`config.mk`:
```
export PLATFORM = sky130hd
export DESIGN_NAME = exception_unit
export DESIGN_NICKNAME = d
export VERILOG_FILES = /design/src/rtl/exception_unit.sv
export SDC_FILE = /design/constraint.sdc
export NUM_CORES = 1
export LEC_CHECK = 0
export BUFFER_PORTS_ARGS = -buffer_cell sky130_fd_sc_hd__clkbuf_2
export CAP_MARGIN = 20
export CORE_AREA = 2 2 144 146
export CTS_BUF_LIST = sky130_fd_sc_hd__clkbuf_8 sky130_fd_sc_hd__clkbuf_16
export CTS_CLUSTER_DIAMETER = 30
export CTS_CLUSTER_SIZE = 25
export DETAILED_ROUTE_END_ITERATION = 7
export DIE_AREA = 0 0 146 148
export PLACE_DENSITY = 0.58
export SLEW_MARGIN = 5
export SYNTH_ARGS = -nofsm -noshare
export SYNTH_HDL_FRONTEND = slang
export SYNTH_SLANG_ARGS = --single-unit
```
`constraint.sdc`:
```
create_clock -name clk -period 1.4 [get_ports clk]
set_input_delay 0 -clock clk [delete_from_list [all_inputs] [get_ports clk]]
set_output_delay 0 -clock clk [all_outputs]
set_load 0.02 [all_outputs]
```
`src/rtl/exception_unit.sv`:
```
// rtl/exception_unit.sv - exception entry/return controller with link, syndrome and MRS read-back
//
// Optional feature macro: EXC_ERR_EN (adds the ERR register capturing the faulting Instr).
//
// Ports:
//   clk, Reset      core clock; synchronous active-high reset
//   Exc, ERet       exception request / ERET decoded (Exc wins when both are high)
//   EStatus         exception cause, loaded into ESR[3:0]
//   ExtIRQ          raw interrupt level; IrqToDec is its masked copy back to the decoder
//   PC, Instr       PC and instruction word currently in decode
//   MrsSel          MRS source: 00 ELR, 01 ESR, 10 ERR, 11 zero
//   ExcAck          one-cycle acknowledge in ENTER
//   PCSel, ExcPC    fetch redirect: 01 to VECTOR in ENTER, 10 to ELR in RETURN
//   ELR, ESR        exception link / syndrome registers
//   InHandler       high in ENTER and HANDLER
//   MrsData         combinational MRS read data
module exception_unit #(
  parameter int             N      = 64,
  parameter logic [N-1:0]   VECTOR = 'hD8
) (
  input  logic          clk,
  input  logic          Reset,
  input  logic          Exc,
  input  logic          ERet,
  input  logic [3:0]    EStatus,
  input  logic          ExtIRQ,
  input  logic [N-1:0]  PC,
  input  logic [31:0]   Instr,
  input  logic [1:0]    MrsSel,
  output logic          IrqToDec,
  output logic          ExcAck,
  output logic [1:0]    PCSel,
  output logic [N-1:0]  ExcPC,
  output logic [N-1:0]  ELR,
  output logic [N-1:0]  ESR,
  output logic          InHandler,
  output logic [N-1:0]  MrsData
);

  typedef enum logic [1:0] {
    RUN     = 2'b00,
    ENTER   = 2'b01,
    HANDLER = 2'b10,
    RETURN  = 2'b11
  } state_t;

  state_t state, next_state;
  logic [N-1:0] err_data;

  // State register plus the link/syndrome registers it governs.
  always_ff @(posedge clk) begin
    if (Reset) begin
      state     <= RUN;
      ELR       <= '0;
      ESR       <= '0;
      InHandler <= 1'b0;
    end else begin
      state     <= next_state;
      InHandler <= (next_state == ENTER) || (next_state == HANDLER);
      case (state)
        RUN: begin
          if (Exc) begin
            ELR <= PC;
            ESR <= {{(N-4){1'b0}}, EStatus};
          end
        end
        HANDLER: begin
          // Double fault: the original return address is preserved, bit 4
          // records that a nested fault happened, the cause is refreshed.
          if (Exc) begin
            ESR <= {ESR[N-1:5], 1'b1, EStatus};
          end
        end
        RETURN: begin
          ESR <= '0;
        end
        default: ;
      endcase
    end
  end

  always_comb begin
    next_state = state;
    case (state)
      RUN:     if (Exc) next_state = ENTER;
      ENTER:   next_state = HANDLER;
      HANDLER: begin
        if (Exc)       next_state = ENTER;
        else if (ERet) next_state = RETURN;
      end
      RETURN:  next_state = RUN;
      default: next_state = RUN;
    endcase
  end

  // Redirect and acknowledge decode purely from the state register, so
  // there is no combinational path from Exc to ExcAck.
  always_comb begin
    PCSel  = 2'b00;
    ExcPC  = '0;
    ExcAck = 1'b0;
    case (state)
      ENTER: begin
        PCSel  = 2'b01;
        ExcPC  = VECTOR;
        ExcAck = 1'b1;
      end
      RETURN: begin
        PCSel = 2'b10;
        ExcPC = ELR;
      end
      default: ;
    endcase
  end

  assign IrqToDec = ExtIRQ & (state == RUN) & ~Reset;

`ifdef EXC_ERR_EN
  logic [N-1:0] err_q;

  always_ff @(posedge clk) begin
    if (Reset) begin
      err_q <= '0;
    end else if ((state == RUN) && Exc) begin
      err_q <= {{(N-32){1'b0}}, Instr};
    end else if (state == RETURN) begin
      err_q <= '0;
    end
  end

  assign err_data = err_q;
`else
  logic unused_instr;
  assign unused_instr = ^Instr;
  assign err_data     = '0;
`endif

  always_comb begin
    MrsData = '0;
    case (MrsSel)
      2'b00:   MrsData = ELR;
      2'b01:   MrsData = ESR;
      2'b10:   MrsData = err_data;
      default: MrsData = '0;
    endcase
  end

endmodule
```
==> metrics.txt <==
status finished, final reports clean; Crit. End Element primary output; Worst Hold End InHandler; Detailed Place HPWL 10.1 mm; length of the first detailed-routing pass in iterations 4; Die Width 146 um; area of the multi-input gates 2740 um^2; Worst path slowest cell dfxtp_4; Synth Cell Area 4730 um^2; dpl cell area 6110 um^2; LEAKAGE 3.81 nW; Pwr Density 890 nW/um^2; FF-to-FF Start state[0]; Synth area leaders dfxtp_1, nand2b_1, mux2i_1; Post-synth EDFFs 0; number of fill cells in the layout 2,045; Non-Filler Instances 1,138; CTS tree built; Comb power frac 0.246; VDD IR max 461 uV; GRT overflow 0; CP max stage delay 0.42 ns; Final Cell Area 7280 um^2; top_reg_cell synth dfxtp_1; period utilization 0.976; Power Internal 4.50 mW; Detailed Route Iter0 Violations 100; gr busiest metal met2; Final ANT Viol Nets 0; synth unique cells 28; num ports 368; Placement Rows 52; path type of the worst setup path flop to primary output; Seq cells post-synth 72; DRC viols 0; All-Layer GR Usage 0.129; routing usage on met3 0.0358; Worst R2R Path Depth 4; Final min period 1.37 ns; placed insts 1,050; reg2reg setup slack 0.11 ns; top cell type's share of synthesized area 0.305; post-synthesis sequential area ratio 0.305; top cells by count, synth nand2b_1, dfxtp_1, mux2i_1; # setup viols final 0; share of cells above drive strength 1 0.368; Initial Util 0.236; Clock Skews 0.00736 ns; Max Clk Rate 732 MHz; Max Root-Sink Buffers 2; Data arrival, critical path 1.37 ns; # port buffers 276; max-cap check violation count 0; Clock transition at path regs 0.05 ns; Sequential Area 1450 um^2; Via-to-Cell Ratio 4.01; Reg power frac 0.364; Detailed Route WL 15.0 mm; first-pass GRT wire length 22.6 mm; Syn Area/Cell 8.81 um^2; worst-path fanout max 21; grt met1 use 0.152; hold path startpoint ERet; worst hold-check path type input pin to flop; post-synth top area cell dfxtp_1; via count 4,566; largest net degree at the start of global routing 76; Hold Violations, Final 0; Core ar. 20,000 um^2; Synth-to-Final Area Change 53.9%; diode count 0; Syn Inst Count 537; die footprint 21,600 um^2; critical path startpoint category flop; Final TNS setup 0 ns; Final Max Tran Viols 0; final core utilization 0.363; Worst Hold Path Cells 3; warnings from Yosys 0; top-count cell post-synth nand2b_1; GPL Wtd Cong 0.721; worst skew pair latency 0.34 ns; number of global-route vias before repair 4,290; H-Tree Depth 3; R2R Path End ESR[2]; Routed WL per cell 13.2 um; clock sink total 72; NetSw 1.98 mW; CTS Buf Count 9; met2 usage in global routing 0.228; antenna violations before repair 1; nets@finish 970; Async SR Flop Fraction 0; critical path, cell by cell buf_12 > and2b_2 > buf_2; Sw Share 0.306; clock root cell clkbuf_16; Die H 148 um; Crit path required time 1.40 ns; Clock power frac 0.390; RSZ-0062 raised after global routing yes
[metrics by stage]
stage                     power [mW]  worst slack [ns]  hold WS [ns]
after CTS                       6.56           -0.0104       0.00775
after detailed placement        3.78             0.161         0.249
final                           6.48            0.0341       0.00909
after floorplan                 3.46            0.0432         0.155
after global placement          3.77             0.197         0.243
after global routing            6.80           -0.0268        0.0199
[registers in the layout, summed over array words and instances, names as in the netlist]
signal     count
ELR           64
ESR            5
InHandler      1
state          2
[repair_timing]
item / in CTS / in global routing
cloned: 0 / 2
pin swaps: 0 / 1
buffers inserted: 2 / 0
endpoints found under the setup margin: 64 / 27
hold endpoints to repair: 68 / 0
hold buffers: 68 / 0
gates resized for setup: 13 / 27
[layout make-up]
cell class	instances	share of cell area
Timing Repair Buffer	364	0.331
Sequential cell	72	0.199
Clock buffer	10	0.0328
Tap cell	270	0.0464
Clock inverter	6	0.0115
Inverter	4	0.00206
Multi-Input combinational cell	412	0.377
[cells in the final DEF, fill, tap and decap left out, drive strengths merged]
master	netlist	final
clkbuf	33	273
nand2b	134	134
dfxtp	72	72
mux2i	69	69
dlygate4sd3	0	68
and3	60	60
conb	1	59
and2	58	58
buf	74	33
nor2	7	7
inv	4	5
nand4bb	5	5
o21ai	5	5
a21boi	4	4
nor3	3	3
bufinv	0	2
clkinvlp	0	2
nor3b	2	2
and2b	1	1
nor4b	1	1
mux2	1	1
a21oi	1	1
a211oi	1	1
o21ba	1	1
clkinv	0	1
[critical path, delay by kind of cell (launching register included)]
family	cells	cell delay (ns)
flops	1	0.42
buf+inv	2	0.34
simple gates	1	0.27
[power groups by stage]
stage          Clock (mW)  Sequential [mW]  Combinational (mW)
2_1_floorplan           0             2.52               0.940
3_3_place_gp            0             2.39                1.37
3_5_place_dp            0             2.40                1.39
4_1_cts              2.64             2.35                1.57
5_1_grt              2.70             2.38                1.72
6_report             2.53             2.36                1.59
[worst max path at each step]
| stage | from | endpoint | cells past startpoint |
|---|---|---|---|
| floorplan | state[1] | IrqToDec | 3 |
| global placement | state[1] | ELR[49] | 4 |
| detailed placement | state[0] | ELR[2] | 4 |
| CTS | state[1] | PCSel[0] | 3 |
| global route | state[1] | ExcAck | 3 |
| finish | state[1] | ExcAck | 3 |
[routing by layer]
layer | part of all wire | vias to the layer above
li1 | - | 2279
met1 | 0.42 | 2052
met2 | 0.49 | 215
met3 | 0.073 | 18
met4 | 0.013 | 2
met5 | 0.00073 | -
[cell families after synthesis]
kind of cell | synth area share
flip-flops | 0.305
buffers and inverters | 0.165
other | 0.000793
AND/OR/NAND/NOR | 0.365
AO/OA/AOI/OAI | 0.0164
multiplexers | 0.148
No activity file was read; power rests on OpenSTA's default activity.
